## src/rtl/hazard_ctrl.sv

```systemverilog
// -----------------------------------------------------------------------------
// hazard_ctrl
//   Pipeline sequencing controller for the 5-stage core (IF, ID, EXE, MEM, WB).
//   It drives the enable/flush inputs of every stage register. It handles three
//   kinds of event: load-use stalls, taken-branch flushes, and the req/ack
//   handshake to a variable-latency data memory.
//   If several events occur in one cycle, the memory wait wins, then the
//   branch, then the load-use stall.
//
// Parameters
//   MEM_TIMEOUT : cycles allowed in MEM_WAIT before timeout_err (1..65535)
//   CNT_W       : width of the wait counter (must hold MEM_TIMEOUT)
//
// Ports
//   clk, rst                       clock (rising edge), synchronous active-high reset
//   id_inst, exe_inst              instruction words held in ID and EXE
//   exe_RegDst/MemRead/RegWrite    EXE control bits used by the load-use check
//   exe_br_taken                   branch resolved taken in EXE
//   mem_MemRead/MemWrite           MEM-stage access request
//   dmem_ack                       data memory completes the access this cycle
//   pc_en, pc_sel_br               PC enable and branch-target select
//   if_id_en/flush, id_exe_en/flush, exe_mem_en, mem_wb_flush
//                                  stage-register controls
//   dmem_req                       data memory request
//   timeout_err                    sticky memory-timeout flag
//   state_o                        FSM state for debug (RUN=0, MEM_WAIT=1, BR_FLUSH=2)
//
// Optional feature (macro HAZARD_PERF_CNT_EN)
//   When defined, adds the wrapping 32-bit counters stall_cycles and
//   flush_events.
//   stall_cycles counts cycles with pc_en=0.
//   flush_events counts entries into BR_FLUSH.
// -----------------------------------------------------------------------------
module hazard_ctrl #(
    parameter int MEM_TIMEOUT = 255,
    parameter int CNT_W       = 16
) (
    input  logic        clk,
    input  logic        rst,
    input  logic [31:0] id_inst,
    input  logic [31:0] exe_inst,
    input  logic        exe_RegDst,
    input  logic        exe_MemRead,
    input  logic        exe_RegWrite,
    input  logic        exe_br_taken,
    input  logic        mem_MemRead,
    input  logic        mem_MemWrite,
    input  logic        dmem_ack,
    output logic        pc_en,
    output logic        pc_sel_br,
    output logic        if_id_en,
    output logic        if_id_flush,
    output logic        id_exe_en,
    output logic        id_exe_flush,
    output logic        exe_mem_en,
    output logic        mem_wb_flush,
    output logic        dmem_req,
    output logic        timeout_err,
    output logic [1:0]  state_o
`ifdef HAZARD_PERF_CNT_EN
    ,
    output logic [31:0] stall_cycles,
    output logic [31:0] flush_events
`endif
);

    typedef enum logic [1:0] {
        RUN      = 2'd0,
        MEM_WAIT = 2'd1,
        BR_FLUSH = 2'd2
    } state_e;

    localparam logic [CNT_W-1:0] TIMEOUT = CNT_W'(MEM_TIMEOUT);

    state_e            state_q, state_d;
    logic [CNT_W-1:0]  cnt_q, cnt_d;
    logic              err_q, err_d;

    // ---------------- hazard decode ----------------
    logic [4:0] exe_dst, id_rs, id_rt;
    logic       uses_rt, load_use, mem_access, mem_freeze;

    assign exe_dst    = exe_RegDst ? exe_inst[15:11] : exe_inst[20:16];
    assign id_rs      = id_inst[25:21];
    assign id_rt      = id_inst[20:16];
    assign mem_access = mem_MemRead | mem_MemWrite;

    always_comb begin
        // NOTE: every variable written in a combinational block gets a default
        // first; a path that leaves it unassigned would infer a latch.
        uses_rt = 1'b0;
        case (id_inst[31:26])
            6'h00, 6'h04, 6'h05, 6'h2B: uses_rt = 1'b1;  // R-type, beq, bne, sw
            default:                    uses_rt = 1'b0;
        endcase
    end

    assign load_use = exe_MemRead & exe_RegWrite & (exe_dst != 5'd0) &
                      ((exe_dst == id_rs) | (uses_rt & (exe_dst == id_rt)));

    // The pipeline freezes whenever an access is outstanding and not acked.
    // This holds in MEM_WAIT, or in any other state once MEM requests.
    assign mem_freeze = ~dmem_ack & ((state_q == MEM_WAIT) | mem_access);

    // ---------------- state register ----------------
    always_ff @(posedge clk) begin
        // NOTE: sequential state uses non-blocking assignments only, so every
        // flop samples the pre-edge values regardless of statement order.
        if (rst) begin
            state_q <= RUN;
            cnt_q   <= '0;
            err_q   <= 1'b0;
        end else begin
            state_q <= state_d;
            cnt_q   <= cnt_d;
            err_q   <= err_d;
        end
    end

    // ---------------- next-state logic ----------------
    always_comb begin
        state_d = state_q;
        cnt_d   = cnt_q;
        case (state_q)
            MEM_WAIT: begin
                if (dmem_ack) begin
                    state_d = exe_br_taken ? BR_FLUSH : RUN;
                    cnt_d   = '0;
                end else if (cnt_q < TIMEOUT) begin
                    cnt_d   = cnt_q + 1'b1;   // saturates at TIMEOUT
                end
            end
            default: begin  // RUN, BR_FLUSH (and the unused encoding)
                if (mem_access && !dmem_ack) begin
                    state_d = MEM_WAIT;
                    cnt_d   = CNT_W'(1);
                end else if (state_q == RUN && exe_br_taken) begin
                    state_d = BR_FLUSH;
                end else begin
                    state_d = RUN;
                end
            end
        endcase
        // The flag is registered, so it is raised on the edge where the
        // counter reaches the limit. It is then visible in that MEM_WAIT cycle.
        err_d = err_q | ((state_d == MEM_WAIT) && (cnt_d == TIMEOUT));
    end

    // ---------------- output logic ----------------
    always_comb begin
        pc_en        = 1'b1;
        pc_sel_br    = 1'b0;
        if_id_en     = 1'b1;
        if_id_flush  = 1'b0;
        id_exe_en    = 1'b1;
        id_exe_flush = 1'b0;
        exe_mem_en   = 1'b1;
        mem_wb_flush = 1'b0;
        dmem_req     = (state_q == MEM_WAIT) | mem_access;
        timeout_err  = err_q;

        if (mem_freeze) begin
            pc_en        = 1'b0;
            if_id_en     = 1'b0;
            id_exe_en    = 1'b0;
            exe_mem_en   = 1'b0;
            mem_wb_flush = 1'b1;
        end else if (state_q == BR_FLUSH) begin
            // EXE holds the bubble inserted by the branch, so branch and
            // load-use inputs are ignored. Only the second wrong-path slot
            // is flushed.
            if_id_flush  = 1'b1;
        end else if (exe_br_taken) begin
            // The ID instruction is on the wrong path, so the branch
            // overrides any load-use stall it would cause.
            pc_sel_br    = 1'b1;
            if_id_flush  = 1'b1;
            id_exe_flush = 1'b1;
        end else if (load_use) begin
            pc_en        = 1'b0;
            if_id_en     = 1'b0;
            id_exe_flush = 1'b1;
        end

        if (rst) begin
            pc_en        = 1'b0;
            pc_sel_br    = 1'b0;
            if_id_en     = 1'b0;
            if_id_flush  = 1'b0;
            id_exe_en    = 1'b0;
            id_exe_flush = 1'b0;
            exe_mem_en   = 1'b0;
            mem_wb_flush = 1'b0;
            dmem_req     = 1'b0;
            timeout_err  = 1'b0;
        end
    end

    assign state_o = rst ? RUN : state_q;

`ifdef HAZARD_PERF_CNT_EN
    logic [31:0] stall_cycles_q, stall_cycles_d;
    logic [31:0] flush_events_q, flush_events_d;

    always_comb begin
        stall_cycles_d = stall_cycles_q + {31'd0, ~pc_en};
        flush_events_d = flush_events_q +
                         {31'd0, (state_d == BR_FLUSH) && (state_q != BR_FLUSH)};
    end

    always_ff @(posedge clk) begin
        if (rst) begin
            stall_cycles_q <= '0;
            flush_events_q <= '0;
        end else begin
            stall_cycles_q <= stall_cycles_d;
            flush_events_q <= flush_events_d;
        end
    end

    assign stall_cycles = stall_cycles_q;
    assign flush_events = flush_events_q;
`endif

endmodule

```

## config.mk

```make
export PLATFORM = sky130hd
export DESIGN_NAME = hazard_ctrl
export DESIGN_NICKNAME = d
export VERILOG_FILES = /design/src/rtl/hazard_ctrl.sv
export SDC_FILE = /design/constraint.sdc
export NUM_CORES = 1
export LEC_CHECK = 0
export CAP_MARGIN = 5
export CORE_UTILIZATION = 39
export DETAILED_ROUTE_END_ITERATION = 10
export PLACE_DENSITY = 0.86
export SLEW_MARGIN = 20
export SYNTH_ARGS = -nofsm -noshare
export SYNTH_HDL_FRONTEND = slang
export SYNTH_SLANG_ARGS = --single-unit
```

## constraint.sdc

```tcl
create_clock -name clk -period 4.9 [get_ports clk]
set_input_delay 0.98 -clock clk [delete_from_list [all_inputs] [get_ports clk]]
set_output_delay 0.98 -clock clk [all_outputs]
set_load 0.01 [all_outputs]
```

==> flow_summary.ini <==
[run_status]
status = complete, no violations

[grt]
grt_max_degree = 11
grt_util_met1_pct = 21.5
grt_pass1_wl_um = 4870
antenna_found_initial = 0
overflow = 0
track_usage_pct = 18.1
grt_pass1_vias = 1112
top_usage_layer = met2
grt_use_met3_pct = 3.46
use_met2_pct = 31.0

[setup_path]
crit_type = primary input to output pin
slowest_delay_ns = 0.67
rr_endpoint = err_q
critical_path.reg2reg.startpoint = cnt_q[0]
crit_required_ns = 3.92
startpoint_type = primary input
crit_buf_inv = 2
worst_path_dominant_cell_family = buffers and inverters
path_cells = clkdlybuf4s50_1 -> mux2i_1 -> xnor2_1 -> nor4_1 -> nand4_1 -> a21oi_1 -> o21a_1 -> clkdlybuf4s50_1
worstRegToRegCells = 6
worstPathMaxFanout = 7
critPathCaptureType = output pin
reg2reg_slack_ns = 2.65
critPathSlowestCell = clkdlybuf4s50_1
cpMostUsedCell = clkdlybuf4s50_1
cp_data_arrival_time_ns = 3.37
critical_path.startpoint = exe_RegDst

[pwr]
comb_power_share_pct = 26.7
clockPowerShare_pct = 24.3
peakVddDrop_mv = 0.140
switching_power_mw = 0.0856
sw_frac_of_total_pct = 26.4
power_density_nw_per_um2 = 180
internal_power_mw = 0.239
pwr-share-seq_pct = 49.0
p_leak_nw = 0.645

[route]
avgViaCountPerCell = 5.29
drt_wl_total_um = 2990
wl_per_cell_um = 12.7
drcViolationCount = 0
ant_nets = 0
drtIter0Drc = 31
dr.pass1.iters = 4
num_vias = 1244

[clock_network]
clk_latency_ns = 0.30
cts.sinks = 19
postCtsSetupRepairBufs = 0
clockBufferDepth = 2
clkTransAtPathRegs_ns = 0.10
root_buffer = clkbuf_4
cts-resized-gates = 0
htreeDepth = 1
numCtsBuffers = 3
postCtsHoldBufs = 0
cts_tree = done

[final_layout]
syn_to_final_growth_pct = 37.4
final-instance-count-excl-fill = 235
final_nets = 266
fill_cells = 278
drive_gt1_share_pct = 7.85
diodes = 0
final_core_util_pct = 57.8

[placed_design]
hpwl_um = 2450
placedCellCount = 231
place_congestion = 0.823
dp_slack_ns = 0.537
portBuffers = 46

[logic_synthesis]
syn_nets = 222
synth-warning-count = 0
synth_flop_cell = dfxtp_1
async_flop_share_pct = 0
syn_area_um2 = 1320
synth.avg_cell_area_um2 = 8.89
synth_edf_count = 0
netlist_instances = 148
ys_ff_latch = 19
yosys.cell_types.count = 50
ys_seq_area_share_pct = 28.9

[timing]
fin_crit_sh_pct = 88.9
tightestPinTransition_ns = 0.435
min_period_ns = 4.35
grt_setup_unrepaired = no
layout_setup_ws_ns = 0.546
hold_viol_final = 0
setup_viol = 0
slew_violations = 0
fmax_mhz = 230
max_slew_margin_pct = 70.9
fin_setup_tns_ns = 0
skew_ns = 0.00680

[die]
ios = 85
num_rows = 20
fp.coreArea_um2 = 3130
die_w_um = 60.1
die_h_um = 60.1
dieArea_um2 = 3610
initial_core_util_pct = 42.0

[min_path]
worstHoldStart = err_q
hold_path.class = flip-flop to flip-flop
hold_depth = 2
min_to = err_q

[job]
maxCapViolations = 0
[cells in the final DEF, fill, tap and decap left out, drive strengths merged, types with 2 or more instances in the layout]
master          n
inv             3
nor3            5
nand3           5
nor2           19
nor3b           2
a41oi           2
o211ai          2
clkbuf          4
xnor2           9
mux2i           5
nand4           5
nand2b          2
a211oi          2
o21a            2
a21oi           7
nor4            4
nor2b           6
dfxtp          19
clkdlybuf4s50  46
o21ai           4
nand2           6
or2b            2
xor2            5
and2            9
o41ai           2
[metrics by stage]
step / total power [mW] / instance area [um2] / hold WS, ns
final: 0.325 / 1810 / 0.493
after CTS: 0.329 / 1810 / 0.493
after floorplan: 0.206 / 1320 / 0.431
after detailed placement: 0.249 / 1780 / 0.467
after global placement: 0.248 / 1780 / 0.457
after global routing: 0.342 / 1810 / 0.523
[registers in the layout, indices dropped and copies added (netlist names)]
name,count
cnt_q,16
state_q,2
err_q,1
[routing by layer]
| layer | vias to the layer above | wire length, um |
|---|---|---|
| met5 | - | 0 |
| met3 | 9 | 207 |
| met1 | 566 | 1330 |
| li1 | 623 | - |
| met4 | 0 | 82 |
| met2 | 46 | 1370 |
[synth_stat cells, types with 2 or more instances]
| cell | n | area share (%) |
|---|---|---|
| o21a_1 | 2 | 1.1 |
| nor4_1 | 2 | 0.95 |
| dfxtp_1 | 19 | 29 |
| and2_1 | 9 | 4.3 |
| or2b_1 | 2 | 1.1 |
| inv_1 | 3 | 0.86 |
| nand2_1 | 6 | 1.7 |
| a41oi_1 | 2 | 1.3 |
| clkbuf_1 | 2 | 0.57 |
| xnor2_1 | 9 | 6.0 |
| nor3_1 | 4 | 1.5 |
| nor4_4 | 2 | 3.2 |
| nand2b_1 | 2 | 0.95 |
| buf_4 | 2 | 1.1 |
| o21ai_0 | 4 | 1.5 |
| xor2_1 | 5 | 3.3 |
| nand3_1 | 4 | 1.5 |
| a21oi_1 | 7 | 2.7 |
| nor2_1 | 18 | 5.1 |
| nand4_1 | 4 | 1.9 |
| mux2i_1 | 5 | 3.8 |
| nor3b_1 | 2 | 1.1 |
| buf_6 | 2 | 1.7 |
| nor2b_1 | 5 | 2.4 |
[power by group through the flow]
stage / Combinational [mW] / Sequential [mW] / Clock [mW]
after floorplan: 0.0440 / 0.162 / 0
after global placement: 0.0853 / 0.163 / 0
after detailed placement: 0.0869 / 0.162 / 0
after CTS: 0.0873 / 0.159 / 0.0824
after global routing: 0.0941 / 0.160 / 0.0887
final: 0.0868 / 0.159 / 0.0789
[worst max path at each step]
stage / end / depth (start not counted)
6_report: id_exe_flush / 8
5_1_grt: id_exe_flush / 8
4_1_cts: id_exe_flush / 8
3_5_place_dp: id_exe_flush / 8
3_3_place_gp: id_exe_flush / 8
2_1_floorplan: pc_en / 8
[worst min-delay path: stages, from the launching register on]
cell	delay [ns]
dfxtp_1	0.33
nand2b_1	0.09
o41ai_2	0.06
[cells by family after synthesis]
group | synth area share, %
AOI/OAI and AO/OA | 18.7
xor gates and xnor gates | 9.32
adders and majority gates | 0.951
buffers and inverters | 4.66
DFF | 28.9
muxes | 3.81
and+or+nand+nor | 33.6
[cell type report]
class | instances | area (um2) | area share (%)
inverters | 3 | 11.3 | 0.623
clock buffers | 4 | 26.3 | 1.45
multi-input cells | 119 | 873 | 48.3
well taps | 44 | 55.1 | 3.05
flip-flops and latches | 19 | 380 | 21.1
repair buffers | 46 | 460 | 25.5
Note: power is estimated with default switching activity, not from simulation.
